==> config.mk <==
export PLATFORM = sky130hd
export DESIGN_NAME = scroll_addr_gen_flat
export DESIGN_NICKNAME = d
export VERILOG_FILES = /design/src/rtl/vga_pkg.sv /design/src/rtl/scroll_addr_gen_if.sv /design/src/rtl/scroll_offset_ctrl.sv /design/src/rtl/scroll_addr_gen.sv /design/src/flat_wrapper.sv
export SDC_FILE = /design/constraint.sdc
export NUM_CORES = 1
export LEC_CHECK = 0
export ABC_AREA = 1
export BUFFER_PORTS_ARGS = -buffer_cell sky130_fd_sc_hd__buf_2
export CAP_MARGIN = 20
export CELL_PAD_IN_SITES_DETAIL_PLACEMENT = 0
export CELL_PAD_IN_SITES_GLOBAL_PLACEMENT = 1
export CORE_UTILIZATION = 47
export DETAILED_ROUTE_END_ITERATION = 8
export HOLD_SLACK_MARGIN = 0.12
export PLACE_DENSITY = 0.91
export SYNTH_ARGS = -nofsm -noshare
export SYNTH_HDL_FRONTEND = slang
export SYNTH_HIERARCHICAL = 1
export SYNTH_SLANG_ARGS = --single-unit
==> constraint.sdc <==
create_clock -name clk -period 6.75 [get_ports clk]
set_input_delay 0.675 -clock clk [delete_from_list [all_inputs] [get_ports clk]]
set_output_delay 0.675 -clock clk [all_outputs]
set_load 0.01 [all_outputs]
==> src/rtl/vga_pkg.sv <==
// Shared definitions for the VGA display path.
//   - scroll direction encodings (DIR_*)
//   - default screen / image dimensions
//   - mode_t: the per-frame mode word that is shadowed at frame boundaries
//   - wrap_add / wrap_sub: modulo helpers for operands already below the modulus
package vga_pkg;

    localparam logic [1:0] DIR_YINC = 2'b00;
    localparam logic [1:0] DIR_YDEC = 2'b01;
    localparam logic [1:0] DIR_XINC = 2'b10;
    localparam logic [1:0] DIR_XDEC = 2'b11;

    localparam int unsigned DEF_H_ACT = 640;
    localparam int unsigned DEF_V_ACT = 480;
    localparam int unsigned DEF_IMG_W = 320;
    localparam int unsigned DEF_IMG_H = 240;

    typedef struct packed {
        logic       en;
        logic [1:0] dir;
        logic [3:0] step;
        logic       hmir;
        logic       vmir;
    } mode_t;

    // (a + b) mod dim, valid when a < dim and b < dim.
    function automatic int unsigned wrap_add(input int unsigned a, input int unsigned b,
                                             input int unsigned dim);
        int unsigned s;
        s = a + b;
        return (s >= dim) ? s - dim : s;
    endfunction

    // (a - b) mod dim, valid when a < dim and b < dim.
    function automatic int unsigned wrap_sub(input int unsigned a, input int unsigned b,
                                             input int unsigned dim);
        return (b > a) ? a + dim - b : a - b;
    endfunction

endpackage

==> src/rtl/scroll_addr_gen_if.sv <==
// Bus between the VGA timing/control side (master) and scroll_addr_gen (slave).
//   master -> slave : h_cnt, v_cnt, valid, en, dir, step, hmir, vmir
//   slave -> master : pixel_addr, addr_valid, frame_tick, x_off, y_off,
//                     mode (shadow mode word in force for the current frame)
interface scroll_addr_gen_if #(
    parameter int unsigned ADDR_W = 17,
    parameter int unsigned XW     = 9,
    parameter int unsigned YW     = 8
);
    logic [9:0]        h_cnt;
    logic [9:0]        v_cnt;
    logic              valid;
    logic              en;
    logic [1:0]        dir;
    logic [3:0]        step;
    logic              hmir;
    logic              vmir;
    logic [ADDR_W-1:0] pixel_addr;
    logic              addr_valid;
    logic              frame_tick;
    logic [XW-1:0]     x_off;
    logic [YW-1:0]     y_off;
    vga_pkg::mode_t    mode;

    modport master (
        output h_cnt, v_cnt, valid, en, dir, step, hmir, vmir,
        input  pixel_addr, addr_valid, frame_tick, x_off, y_off, mode
    );

    modport slave (
        input  h_cnt, v_cnt, valid, en, dir, step, hmir, vmir,
        output pixel_addr, addr_valid, frame_tick, x_off, y_off, mode
    );
endinterface

==> src/rtl/scroll_offset_ctrl.sv <==
// Frame-rate scroll controller.
// Detects the frame boundary (last active pixel), shadows the mode word there,
// counts frames 0..STEP_DIV-1 and moves the selected offset by `step` with
// wrap-around when the counter completes and the freshly latched enable is set.
//   clk, rst          : pixel clock, async active-low reset
//   h_cnt_i/v_cnt_i   : screen position, valid_i marks active area
//   mode_i            : live mode inputs; mode_o : shadowed mode for this frame
//   x_off_o/y_off_o   : scroll offsets; frame_tick_o : pulse after the boundary
module scroll_offset_ctrl
    import vga_pkg::*;
#(
    parameter int unsigned IMG_W    = DEF_IMG_W,
    parameter int unsigned IMG_H    = DEF_IMG_H,
    parameter int unsigned H_ACT    = DEF_H_ACT,
    parameter int unsigned V_ACT    = DEF_V_ACT,
    parameter int unsigned STEP_DIV = 1,
    parameter int unsigned XW       = $clog2(IMG_W),
    parameter int unsigned YW       = $clog2(IMG_H)
) (
    input  logic          clk,
    input  logic          rst,
    input  logic [9:0]    h_cnt_i,
    input  logic [9:0]    v_cnt_i,
    input  logic          valid_i,
    input  mode_t         mode_i,
    output mode_t         mode_o,
    output logic [XW-1:0] x_off_o,
    output logic [YW-1:0] y_off_o,
    output logic          frame_tick_o
);

    localparam int unsigned FW    = (STEP_DIV > 1) ? $clog2(STEP_DIV) : 1;
    localparam logic [FW-1:0] FLast = FW'(STEP_DIV - 1);

    logic          boundary;
    logic [FW-1:0] fcnt_q, fcnt_d;
    mode_t         mode_q, mode_d;
    logic [XW-1:0] x_off_q, x_off_d;
    logic [YW-1:0] y_off_q, y_off_d;
    logic          tick_q, tick_d;

    assign boundary = valid_i && (h_cnt_i == 10'(H_ACT - 1)) && (v_cnt_i == 10'(V_ACT - 1));

    always_comb begin
        fcnt_d  = fcnt_q;
        mode_d  = mode_q;
        x_off_d = x_off_q;
        y_off_d = y_off_q;
        tick_d  = 1'b0;
        if (boundary) begin
            mode_d = mode_i;
            tick_d = 1'b1;
            if (fcnt_q == FLast) begin
                fcnt_d = '0;
                // The move uses the mode being latched now, not the old shadow.
                if (mode_i.en) begin
                    unique case (mode_i.dir)
                        DIR_YINC: y_off_d = YW'(wrap_add(32'(y_off_q), 32'(mode_i.step), IMG_H));
                        DIR_YDEC: y_off_d = YW'(wrap_sub(32'(y_off_q), 32'(mode_i.step), IMG_H));
                        DIR_XINC: x_off_d = XW'(wrap_add(32'(x_off_q), 32'(mode_i.step), IMG_W));
                        DIR_XDEC: x_off_d = XW'(wrap_sub(32'(x_off_q), 32'(mode_i.step), IMG_W));
                        default: ;
                    endcase
                end
            end else begin
                fcnt_d = fcnt_q + 1'b1;
            end
        end
    end

    always_ff @(posedge clk or negedge rst) begin
        if (!rst) begin
            fcnt_q  <= '0;
            mode_q  <= '0;
            x_off_q <= '0;
            y_off_q <= '0;
            tick_q  <= 1'b0;
        end else begin
            fcnt_q  <= fcnt_d;
            mode_q  <= mode_d;
            x_off_q <= x_off_d;
            y_off_q <= y_off_d;
            tick_q  <= tick_d;
        end
    end

    assign mode_o       = mode_q;
    assign x_off_o      = x_off_q;
    assign y_off_o      = y_off_q;
    assign frame_tick_o = tick_q;

endmodule

==> src/rtl/scroll_addr_gen.sv <==
// Frame-buffer address generator: screen pixel -> source image address with
// integer downscale, per-frame mirroring and wrap-around scrolling.
// Two-stage pipeline: stage 1 registers (col, row), stage 2 registers
// pixel_addr = row*IMG_W + col together with addr_valid.
//   clk, rst : pixel clock, async active-low reset
//   bus      : slave side of scroll_addr_gen_if (see interface header)
module scroll_addr_gen
    import vga_pkg::*;
#(
    parameter int unsigned IMG_W    = DEF_IMG_W,
    parameter int unsigned IMG_H    = DEF_IMG_H,
    parameter int unsigned SCALE_SH = 1,
    parameter int unsigned H_ACT    = DEF_H_ACT,
    parameter int unsigned V_ACT    = DEF_V_ACT,
    parameter int unsigned ADDR_W   = 17,
    parameter int unsigned STEP_DIV = 1
) (
    input  logic              clk,
    input  logic              rst,
    scroll_addr_gen_if.slave  bus
);

    localparam int unsigned XW = $clog2(IMG_W);
    localparam int unsigned YW = $clog2(IMG_H);

    mode_t             mode_in;
    mode_t             mode_act;
    logic [XW-1:0]     x_off;
    logic [YW-1:0]     y_off;
    logic              frame_tick;

    logic [XW-1:0]     sx, sx_m, col_d, col_q;
    logic [YW-1:0]     sy, sy_m, row_d, row_q;
    logic              vld_q;
    logic [ADDR_W-1:0] addr_d, addr_q;
    logic              addr_valid_q;

    assign mode_in = {bus.en, bus.dir, bus.step, bus.hmir, bus.vmir};

    scroll_offset_ctrl #(
        .IMG_W    (IMG_W),
        .IMG_H    (IMG_H),
        .H_ACT    (H_ACT),
        .V_ACT    (V_ACT),
        .STEP_DIV (STEP_DIV),
        .XW       (XW),
        .YW       (YW)
    ) u_ctrl (
        .clk          (clk),
        .rst          (rst),
        .h_cnt_i      (bus.h_cnt),
        .v_cnt_i      (bus.v_cnt),
        .valid_i      (bus.valid),
        .mode_i       (mode_in),
        .mode_o       (mode_act),
        .x_off_o      (x_off),
        .y_off_o      (y_off),
        .frame_tick_o (frame_tick)
    );

    // Mirroring uses the shadowed mode so a frame never changes mid-way;
    // it is applied before the scroll offset.
    always_comb begin
        sx    = XW'(bus.h_cnt >> SCALE_SH);
        sy    = YW'(bus.v_cnt >> SCALE_SH);
        sx_m  = mode_act.hmir ? XW'(IMG_W - 1) - sx : sx;
        sy_m  = mode_act.vmir ? YW'(IMG_H - 1) - sy : sy;
        col_d = XW'(wrap_add(32'(sx_m), 32'(x_off), IMG_W));
        row_d = YW'(wrap_add(32'(sy_m), 32'(y_off), IMG_H));
    end

    assign addr_d = ADDR_W'(32'(row_q) * IMG_W + 32'(col_q));

    always_ff @(posedge clk or negedge rst) begin
        if (!rst) begin
            col_q        <= '0;
            row_q        <= '0;
            vld_q        <= 1'b0;
            addr_q       <= '0;
            addr_valid_q <= 1'b0;
        end else begin
            col_q        <= col_d;
            row_q        <= row_d;
            vld_q        <= bus.valid;
            addr_q       <= addr_d;
            addr_valid_q <= vld_q;
        end
    end

    assign bus.pixel_addr = addr_q;
    assign bus.addr_valid = addr_valid_q;
    assign bus.frame_tick = frame_tick;
    assign bus.x_off      = x_off;
    assign bus.y_off      = y_off;
    assign bus.mode       = mode_act;

endmodule

==> src/flat_wrapper.sv <==
// flat-port wrapper written by rule: the top's interface ports become plain ports
module scroll_addr_gen_flat import vga_pkg::*;
#(
    parameter int unsigned IMG_W    = DEF_IMG_W,
    parameter int unsigned IMG_H    = DEF_IMG_H,
    parameter int unsigned SCALE_SH = 1,
    parameter int unsigned H_ACT    = DEF_H_ACT,
    parameter int unsigned V_ACT    = DEF_V_ACT,
    parameter int unsigned ADDR_W   = 17,
    parameter int unsigned STEP_DIV = 1
)
  (clk, rst, bus_h_cnt, bus_v_cnt, bus_valid, bus_en, bus_dir, bus_step, bus_hmir, bus_vmir, bus_pixel_addr, bus_addr_valid, bus_frame_tick, bus_x_off, bus_y_off, bus_mode);
  scroll_addr_gen_if #(.ADDR_W(ADDR_W), .XW(9), .YW(8)) bus_i ();
  input  logic clk;
  input  logic rst;
  input wire logic [$bits(bus_i.h_cnt)-1:0] bus_h_cnt;
  input wire logic [$bits(bus_i.v_cnt)-1:0] bus_v_cnt;
  input wire logic [$bits(bus_i.valid)-1:0] bus_valid;
  input wire logic [$bits(bus_i.en)-1:0] bus_en;
  input wire logic [$bits(bus_i.dir)-1:0] bus_dir;
  input wire logic [$bits(bus_i.step)-1:0] bus_step;
  input wire logic [$bits(bus_i.hmir)-1:0] bus_hmir;
  input wire logic [$bits(bus_i.vmir)-1:0] bus_vmir;
  output wire logic [$bits(bus_i.pixel_addr)-1:0] bus_pixel_addr;
  output wire logic [$bits(bus_i.addr_valid)-1:0] bus_addr_valid;
  output wire logic [$bits(bus_i.frame_tick)-1:0] bus_frame_tick;
  output wire logic [$bits(bus_i.x_off)-1:0] bus_x_off;
  output wire logic [$bits(bus_i.y_off)-1:0] bus_y_off;
  output wire logic [$bits(bus_i.mode)-1:0] bus_mode;
  assign bus_i.h_cnt = bus_h_cnt;
  assign bus_i.v_cnt = bus_v_cnt;
  assign bus_i.valid = bus_valid;
  assign bus_i.en = bus_en;
  assign bus_i.dir = bus_dir;
  assign bus_i.step = bus_step;
  assign bus_i.hmir = bus_hmir;
  assign bus_i.vmir = bus_vmir;
  assign bus_pixel_addr = bus_i.pixel_addr;
  assign bus_addr_valid = bus_i.addr_valid;
  assign bus_frame_tick = bus_i.frame_tick;
  assign bus_x_off = bus_i.x_off;
  assign bus_y_off = bus_i.y_off;
  assign bus_mode = bus_i.mode;
  scroll_addr_gen #(.IMG_W(IMG_W), .IMG_H(IMG_H), .SCALE_SH(SCALE_SH), .H_ACT(H_ACT), .V_ACT(V_ACT), .ADDR_W(ADDR_W), .STEP_DIV(STEP_DIV)) u_core (.clk(clk), .rst(rst), .bus(bus_i));
endmodule
---- After elaboration in Yosys (flattened, before gate mapping) ----
Index checks and enable logic that the tools add are counted.
word-level totals
  register bits ........................... 64
  input bits .............................. 32
  output and inout port bits .............. 45
operators by class
  add/subtract/negate cells ............... 18
  $mul .................................... 1
  magnitude comparators ................... 6
  equal/unequal tests ..................... 5
  multiplexer cells ....................... 12
  bitwise operators ....................... 1
  reduce and logical (&&, ||, !) cells .... 7
operator list
  cell                    count
  $mux W9                 4
  $mux W8                 4
  $ge A10 B9 Y1 const B   2
  $ge A9 B8 Y1 const B    2
  $pmux W9 S2             1
  $sub A9 B4 Y9           2
  $sub A9 B9 Y9 const B   2
  $add A17 B9 Y17         1
  $pmux W8 S2             1
  $sub A8 B4 Y8           2
  $sub A8 B8 Y8 const B   2
  $mul A8 B3 Y11 const B  1
  $add A9 B4 Y10          1
  $add A9 B9 Y10          1
  $eq A10 B10 Y1 const B  1
  $eq A10 B9 Y1 const B   1
  $add A8 B4 Y9           1
  $add A8 B8 Y9           1
  $add A9 B9 Y9 const B   1
  $gt A4 B9 Y1            1
  $sub A9 B9 Y9 const A   1
  $add A8 B8 Y8 const B   1
  $gt A4 B8 Y1            1
  $reduce_and A4 Y1       2
  other kinds (9)         13

---- Longest topological paths before layout ----
Gate-level depths: netlist of run 1.
  word-level depth ........................ 5
  mapped depth ............................ 22

---- Hierarchy ----
Netlist of run 1, hierarchy kept.
modules (own cells, without submodules)
  module              instances  cells each  area an instance (µm²)  seq. area each (µm²)
  scroll_offset_ctrl  1          464         3,148.0                 675.6
  scroll_addr_gen     1          351         2,856.5                 900.9

---- Worst setup path after synthesis of run 1 ----
Ideal clock, no wire load.
  kind .................................... reg2reg
  from .................................... register u_core.u_ctrl.mode_q (netlist bit u_core/u_ctrl/mode_o[1])
  to ...................................... register u_core.col_q[6]
  setup time .............................. 0.116 ns
  data arrival time ....................... 2.667 ns
  required time ........................... 6.634 ns
  path slack .............................. 3.966 ns
  cell stages (with the launch flop) ...... 19
  path buffers ............................ 1
  clock period less this slack ............ 2.784 ns
  cells stage by stage .................... dfrtp_1 -> clkbuf_1 -> xor2_1 -> ha_1 -> fa_1 -> nand3_2 -> nand2_2 -> nand2_2 -> o21bai_4 -> xor2_2 -> inv_1 -> ha_1 -> nand2_1 -> nor2_1 -> nand3_1 -> nor2_2 -> nand2_2 -> nand3_1 -> nand2_1
between the ends
  cells in the longest elaborated chain, start to end .. 4
  elaborated cells on any way between the ends .. 5
ends and longest elaborated chain
  what                                            line                      text
  start: declaration                              scroll_offset_ctrl.sv:37  mode_t mode_q, mode_d;
  start signal: assignment                        scroll_offset_ctrl.sv:80  mode_q <= mode_d;
  $mux W9 (*)                                     scroll_addr_gen.sv:66     sx_m = mode_act.hmir ? XW'(IMG_W - 1) - sx : sx;
  $add A9 B9 Y10 (*)                              vga_pkg.sv:30             s = a + b;
  $sub A9 B9 Y9 or $ge A10 B9 Y1 (tied branches)  vga_pkg.sv:31             return (s >= dim) ? s - dim : s;
  $mux W9 (*)                                     vga_pkg.sv:31
  via u_core.col_d[6]                             scroll_addr_gen.sv:32     logic [XW-1:0] sx, sx_m, col_d, col_q;
  end signal: assignment                          scroll_addr_gen.sv:82     col_q <= col_d;
  end: declaration                                scroll_addr_gen.sv:32
Mark *: on every way through the listed nets, which the timed path passes. The rest lies on a longest branch.
A chain may end at the register's enable or synchronous reset.

---- Final worst setup path of run 1 ----
  from .................................... input bus_step[2]
  to ...................................... register u_core.u_ctrl.x_off_q[6] (netlist: u_core/u_ctrl/x_off_o[6])
between the ends
  cells in the longest elaborated chain, start to end .. 4
  elaborated cells on any way between the ends .. 9
ends and longest elaborated chain
  what                                            line                      text
  start: declaration                              flat_wrapper.sv:21        input wire logic [$bits(bus_i.step)-1:0] bus_step;
  $add A9 B4 Y10                                  vga_pkg.sv:30
  $sub A9 B9 Y9 or $ge A10 B9 Y1 (tied branches)  vga_pkg.sv:31
  $mux W9                                         vga_pkg.sv:31
  $pmux W9 S2 (*)                                 scroll_offset_ctrl.sv:57  unique case (mode_i.dir)
  end signal: assignment                          scroll_offset_ctrl.sv:81  x_off_q <= x_off_d;
  end: declaration                                scroll_offset_ctrl.sv:38  logic [XW-1:0] x_off_q, x_off_d;
Every way passes the cells marked *; elsewhere a longest branch is shown, timed or not.

==> results of run 1 <==
## cell type report
| type | count | area [um2] |
|---|---|---|
| clock buffer | 9 | 225.2 |
| clock inverter | 7 | 97.59 |
| fill | 1219 | 5326 |
| inverter | 124 | 465.4 |
| multi-input combinational | 620 | 3923 |
| sequential | 63 | 1577 |
| tap | 168 | 210.2 |
| timing repair buffer | 77 | 387.9 |
## per-stage QoR
stage          hold slack [ns]  instances  total power [uW]  utilization, %  worst slack [ns]
2_1_floorplan           0.3312        815             675.8               -             3.966
3_3_place_gp            0.3320       1052             766.9           53.74             3.642
3_5_place_dp            0.3373       1052             770.4           53.74             3.542
4_1_cts                 0.3528       1068              1275           56.38             3.884
5_1_grt                 0.3609       1068              1347           56.38             3.551
6_report                0.3525       1068              1263           56.38             3.839
## per-layer routing
layer / track usage [%] / up-vias
li1: - / 2777
met1: 29.91 / 2402
met2: 37.03 / 128
met3: 4.533 / 12
met4: 5.974 / 0
met5: 0 / -
## sequential cells by signal, summed over array words and instances (netlist names)
name / count
u_core/bus.addr_valid: 1
u_core/bus.pixel_addr: 17
u_core/col_q: 9
u_core/row_q: 8
u_core/u_ctrl/frame_tick_o: 1
u_core/u_ctrl/mode_o: 9
u_core/u_ctrl/x_off_o: 9
u_core/u_ctrl/y_off_o: 8
u_core/vld_q: 1
## Yosys cell counts, drive strengths merged
cell and n:
a21boi 2, a21oi 37, a31oi 4, and3 2, buf 3, clkbuf 5, clkinv 1, dfrtp 63
fa 14, ha 72, inv 123, nand2 232, nand2b 1, nand3 77, nand3b 5, nand4 18
nor2 56, nor2b 1, nor3 4, nor4 3, o211ai 3, o21a 1, o21ai 31, o21bai 8
o22ai 1, o31ai 2, xnor2 11, xor2 35
## placed cells by master, fill, tap and decap left out, drive strengths merged
cell type / instances
nand2: 232
inv: 123
buf: 77
nand3: 77
ha: 72
dfrtp: 63
nor2: 56
a21oi: 37
xor2: 35
o21ai: 31
nand4: 18
fa: 14
xnor2: 11
clkbuf: 9
o21bai: 8
nand3b: 5
a31oi: 4
clkinv: 4
nor3: 4
nor4: 3
o211ai: 3
clkinvlp: 2
bufinv: 2
a21boi: 2
o31ai: 2
and3: 2
nand2b: 1
nor2b: 1
o21a: 1
o22ai: 1
## worst paths after layout
kind / startpoint / to
min in group asynchronous: rst / u_core/bus.pixel_addr[5]
max in group asynchronous: rst / u_core/u_ctrl/y_off_o[6]
min: u_core/vld_q / u_core/bus.addr_valid
max reg2reg: u_core/u_ctrl/mode_o[1] / u_core/col_q[6]
min reg2reg: u_core/vld_q / u_core/bus.addr_valid
max: bus_step[2] / u_core/u_ctrl/x_off_o[6]
## kinds of logic (layout without fill, tap and decap cells)
group           after synthesis  in the layout  synth area share (%)
flops                        63             63                 26.26
xor+xnor                     46             46                 7.210
simple gates                399            399                 29.51
compound gates               89             89                 8.939
buf+inv                     132            217                 8.418
fa+ha+maj                    86             86                 19.67
## power groups by stage
stage          clock network (uW)  logic, uW  registers [uW]
2_1_floorplan                   0        218             457
3_3_place_gp                    0        328             439
3_5_place_dp                    0        331             440
4_1_cts                       509        334             433
5_1_grt                       528        381             438
6_report                      500        331             432
## worst register-to-register path: cells and delay by family (launching register included)
kind            cells  cell delay [ns]
simple gates       10             0.85
fa+ha+maj           3             0.79
flops               1             0.55
buf+inv             1             0.08
xor+xnor            2             0.40
compound gates      1             0.06
==> metrics.md, run 1 <==
| Metric | Value |
|---|---|
| Outcome | finished, final reports clean |
| Final setup viols | 0 |
| Crit path max-delay family | simple AND/OR/NAND/NOR gates |
| Final wirelength | between 10000 and 15000 um |
| Clk buf depth | 2 |
| Hpwl dp | around 11000 um |
| All-layer global routing usage | between 20 and 25% |
| Max Cap Viol | 0 |
| Design Area, Final | 0.006885 mm2 |
| Num CTS Buffers | 9 |
| Post-synth cell types | 46 |
| CTS tree | yes |
| Number of global-route vias before repair | slightly below 5000 |
| Delay of the slowest critical-path stage | between 0.4 and 0.5 ns |
| Syn Nets | between 900 and 1000 |
| Routed WL per cell | 13.03 um |
| Slew headroom | between 40% and 50% |
| Syn Inst Count | between 800 and 900 |
| Initial Util | 49.17% |
| Postcts setup bufs | 0 |
| Register share of total power | 34.2% |
| Slowest stage cell, crit path | ha_1 |
| ANT nets after route | 0 |
| Cell taking the most area after synthesis | dfrtp_1 |
| Critical-path cell list | buf_2, inv_1, ha_1, inv_1, nand2_1, nand2_1, a21boi_1, nand2_1, nand3_1, nand2_1, inv_1, ha_1, nand3b_1, nor2_1, nand3_1, nor2_1, nand3_1, nand2_1, nand2_1, nand3_1, a21oi_2 |
| Pin count of the biggest net entering global routing | between 60 and 70 |
| Routability-driven placement congestion ratio | 0.9444 |
| Instance count on the critical path | 21 |
| Drc violations | 0 |
| CTS root buf | clkbuf_16 |
| Via count | approximately 5300 |
| FF+latch count, synth | 63 |
| CP Max Fanout | 8 |
| Switching pwr | between 300 and 400 uW |
| CTS Hold Bufs | 0 |
| Max Used Layer | met4 |
| Post-synthesis area per instance | about 7.4 um2 |
| Placed Area | 0.006563 mm2 |
| Row count | 40 |
| Final #Nets | a little over 1000 |
| Pwr per Cell Area | between 150 and 200 mW/mm2 |
| Crit path time final | 2.911 ns |
| Initial antenna violation count | 0 |
| Leak Pwr | between 0.003 and 0.004 uW |
| Total internal power | just under 900 uW |
| Met2 WL | around 6400 um |
| Seq/Total Area, Yosys | 26.26% |
| Clock network power share | between 30% and 40% |
| Die Y | between 100 and 150 um |
| CTS resizes | 0 |
| Core area | around 0.012 mm2 |
| Least-Margin Pin Slew | approximately 0.8 ns |
| Ys Warns | 6 |
| Drt pass-1 iters | 7 |
| DRT met1 WL | about 6700 um |
| WL met3 | 700 um |
| GRT overflow | 0 |
| Fraction of layout cells with a size suffix above 1 | between 15 and 20% |
| CTS clk-pin slew, worst paths | 0.06 ns |
| CP arrival | ~3.1 ns |
| CP startpoint kind | input port |
| Flop-to-flop setup slack | 3.92 ns |
| Area Overhead vs Synth | 14.67% |
| Synthesized area | about 0.0060 mm2 |
| Synth top area share | between 20% and 30% |
| CTS sink cnt | 63 |
| Crit. End Element | flip-flop |
| Gate power share | 26.2% |
| N_diodes | 0 |
| Skew final | 0.007834 ns |
| Most common cell on crit path | nand2_1 |
| Buffers & Inverters on Critical Path | 4 |
| RSZ-0062 raised after global routing | false |
| Skew-Pair Late Insertion Delay | 0.34 ns |
| Global-route wire length before repair | roughly 23000 um |
| Critical Path RT | ~7.0 ns |
| Die width | ~120 um |
| Top post-synthesis cells by area | dfrtp_1, ha_1, nand2_1 |
| Period utilization | 43.12% |
| Via density | approximately 5.0 |
| Htree depth | 3 |
| Kind of critical path | in2reg |
| Fin. max-slew vios | 0 |
| Fmax | about 340 MHz |
| Peak supply drop | around 0.12 mV |
| PortBufs | 76 |
| Die area | approximately 0.013 mm2 |
| 1st-iter DRT viols | around 220 |
| Cells on worst reg2reg path | 17 |
| Hold Path Stages | 0 |
| I/O pins | 77 |
| Switching share of power | between 30% and 40% |
| Endpoints failing hold | 0 |
| Setup tns final | 0 ns |
| Worst hold path type | reg2reg |
Note: power is estimated with default switching activity, not from simulation.
==> inputs of run 2 (changes only) <==
--- a/config.mk
+++ b/config.mk
@@ -10,10 +10,10 @@
 export CAP_MARGIN = 20
 export CELL_PAD_IN_SITES_DETAIL_PLACEMENT = 0
 export CELL_PAD_IN_SITES_GLOBAL_PLACEMENT = 1
-export CORE_UTILIZATION = 47
+export CORE_UTILIZATION = 39
 export DETAILED_ROUTE_END_ITERATION = 8
 export HOLD_SLACK_MARGIN = 0.12
-export PLACE_DENSITY = 0.91
+export PLACE_DENSITY = 0.81
 export SYNTH_ARGS = -nofsm -noshare
 export SYNTH_HDL_FRONTEND = slang
 export SYNTH_HIERARCHICAL = 1
==> constraint.sdc (replaced) <==
create_clock -name clk -period 2.62 [get_ports clk]
set_input_delay 0.262 -clock clk [delete_from_list [all_inputs] [get_ports clk]]
set_output_delay 0.262 -clock clk [all_outputs]
set_load 0.01 [all_outputs]
==> run 2 against run 1 <==
  * Critical endpoint is now u_core/col_q[7]
  * Combinational power rose to 2.8 times the previous value
  * Count of clock-buffer cells in the layout unchanged
  * Critical path depth down 5
  * Critical path type is now reg2reg
  * Largest cell class unchanged
  * Highest routed layer unchanged
==> metrics.md, run 2 (synthesis gave the netlist of run 1 again) <==
| Metric | Value |
|---|---|
| Fmax | 391.3 MHz |
| Leak Pwr | 0.004049 uW (+5.7%) |
| CTS root buf | clkbuf_16 |
| Die Y | 126.1 um (+9.6%) |
| Most common cell on crit path | nand2_1 |
| Via density | 4.893 (-1.8%) |
| Number of global-route vias before repair | 5210 (+5.8%) |
| Kind of critical path | reg2reg |
| Num CTS Buffers | 9 (unchanged) |
| Most common cell after layout, fill and taps aside | nand2_1 |
| Setup tns final | 0 ns (unchanged) |
| Endpoints failing hold | 0 (unchanged) |
| Initial Util | 40.70% (-8.5 points) |
| Crit. End Element | flip-flop |
| Via count | 5524 (+3.9%) |
| Row count | 44 (+10%) |
| Core area | 0.01475 mm2 (+21%) |
| 1st-iter DRT viols | 220 (-1.8%) |
| Die area | 0.01590 mm2 (+20%) |
| Fin cells | 1129 (+5.7%) |
| Fin. max-slew vios | 0 (unchanged) |
| Die width | 126.1 um (+9.6%) |
| Final wirelength | 15140 um (+8.8%) |
| CTS sink cnt | 63 (unchanged) |
| CP Max Fanout | 7 (-1) |
| Flop-to-flop setup slack | 0.06 ns (-3.86 ns) |
| Initial antenna violation count | 0 (unchanged) |
| Delay of the slowest critical-path stage | 0.42 ns (-0.07 ns) |
| Placed Instances | 1099 (+4.5%) |
| GRT overflow | 0 (unchanged) |
| Pwr per Cell Area | 435.6 mW/mm2 (+140%) |
| Drc violations | 0 (unchanged) |
| Final setup viols | 0 (unchanged) |
| Peak supply drop | 0.2901 mV (+150%) |
| Final #Nets | 1058 (+4.4%) |
| Slew headroom | 59.99% (+12 points) |
| Switching share of power | 31.83% (+0.88 points) |
| Period utilization | 97.55% |
| Routability-driven placement congestion ratio | 0.8349 (-12%) |
| Gate power share | 29.0% (+2.8 points) |
| CP startpoint kind | flip-flop |
| All-layer global routing usage | 19.65% (-2.8 points) |
| Max FFs per register | 17 (unchanged) |
| Switching pwr | 1027 uW (+160%) |
| Outcome | finished, final reports clean |
| Skew-Pair Late Insertion Delay | 0.34 ns (about the same) |
| Fraction of layout cells with a size suffix above 1 | 22.75% (+7.6 points) |
| Most frequent cells in the layout | nand2_1, inv_1, buf_2 |
| Least-Margin Pin Slew | 0.6002 ns (-0.1853 ns) |
| CTS clk-pin slew, worst paths | 0.05 ns (about the same) |
| N_diodes | 0 (unchanged) |
| Register share of total power | 34.6% (+0.4 points) |
| Max Cap Viol | 0 (unchanged) |
| Total internal power | 2200 uW (+150%) |
| Slowest stage cell, crit path | dfrtp_1 |
| RSZ-0062 raised after global routing | true |
| Skew final | 0.007365 ns (-0.0004694 ns) |
| Critical-path cell list | buf_6, xor2_2, ha_1, a21oi_2, nor2_1, nor2_1, nand2_1, xor2_2, inv_2, buf_4, ha_1, inv_2, a21oi_4, nand2_2, nand2_1, nand2_1 |
| Htree depth | 3 (unchanged) |
| CTS tree | yes |
| FILL cells | 1464 (+20%) |
| CP arrival | 2.78 ns (-0.35 ns) |
| Pin count of the biggest net entering global routing | 27 (-58%) |
| Clk buf depth | 2 (unchanged) |
| Routed WL per cell | 13.41 um (+2.9%) |
| I/O pins | 77 (unchanged) |
| Global-route wire length before repair | 24650 um (+7.3%) |
| Worst hold path type | in2reg |
| Clock network power share | 36.3% (-3.3 points) |
| ANT nets after route | 0 (unchanged) |
| Buffers & Inverters on Critical Path | 4 (unchanged) |
| Crit path time final | 2.556 ns |
| Drt pass-1 iters | 5 (-2) |
| Critical Path RT | 2.84 ns (-4.13 ns) |
| PortBufs | 76 (unchanged) |
| Crit path max-delay family | adder cells |
| Area Overhead vs Synth | 23.38% |
| Hpwl dp | 12260 um (+8.9%) |
[run 2: changes by cell type in the layout (fill, tap and decap cells not counted), sizes merged]
cell         before  now
clkinv            4    6
bufinv            2    1
dlygate4sd3       0    2
clkinvlp          2    1
buf              77  120
[run 2: power groups by stage]
stage	clock [uW]	sequential, uW	combinational [uW]
CTS	1200	1120	899
finish	1170	1120	937
global route	1240	1130	1060
detailed placement	0	1130	881
floorplan	0	1180	563
global placement	0	1130	871
[run 2: metrics by stage]
stage	hold WS, ns	instance area [um2]	power (uW)	worst slack [ns]	util, %
2_1_floorplan	-0.03359	6011	1741	0.0007274	-
3_5_place_dp	0.3079	6818	2014	-0.03525	46.21
3_3_place_gp	0.3122	6818	2001	0.05668	46.21
4_1_cts	0.1633	7182	3219	0.002561	48.68
5_1_grt	0.1805	7408	3431	-0.1216	50.21
6_report	0.1598	7408	3227	0.06426	50.21
[run 2: worst min-delay path: cells and delay by family]
| family | cells | cell delay (ns) |
|---|---|---|
| simple gates | 2 | 0.09 |
| buf+inv | 1 | 0.10 |
[run 2: final cells by class]
| cell class | instances | area [um2] | share of cell area (%) |
|---|---|---|---|
| Multi-Input combinational cell | 620 | 4091 | 55.23 |
| Sequential cell | 63 | 1580 | 21.33 |
| Timing Repair Buffer | 122 | 742.0 | 10.02 |
| Inverter | 124 | 465.4 | 6.283 |
| Tap cell | 184 | 230.2 | 3.108 |
| Clock buffer | 9 | 225.2 | 3.040 |
| Clock inverter | 7 | 73.82 | 0.9965 |
[run 2: path summary, 6_finish.rpt]
kind,start,endpoint,cells after the start
min in group asynchronous,rst,u_core/col_q[5],2
max in group asynchronous,rst,u_core/u_ctrl/x_off_o[1],3
max,u_core/u_ctrl/mode_o[1],u_core/col_q[7],16
max reg2reg,u_core/u_ctrl/mode_o[1],u_core/col_q[7],16
min reg2reg,u_core/col_q[2],u_core/bus.pixel_addr[2],0
min,bus_vmir,u_core/u_ctrl/mode_o[0],3
[run 2: timing repair]
item | in CTS | in global routing
setup endpoints to repair | 2 | 10
setup buffers | 5 | 7
pin swaps | 2 | 22
hold buffers | 2 | 0
gates resized for setup | 2 | 44
endpoints found under the hold margin | 25 | 0
[run 2: metal layers]
layer / routed length [um] / track usage [%] / share of wire [%] / up-vias
li1: - / - / - / 2869
met1: 7011 / 25.09 / 46 / 2507
met2: 7236 / 33.41 / 48 / 124
met3: 554 / 3.229 / 3.7 / 24
met4: 334 / 7.087 / 2.2 / 0
met5: 0 / 0 / 0 / -
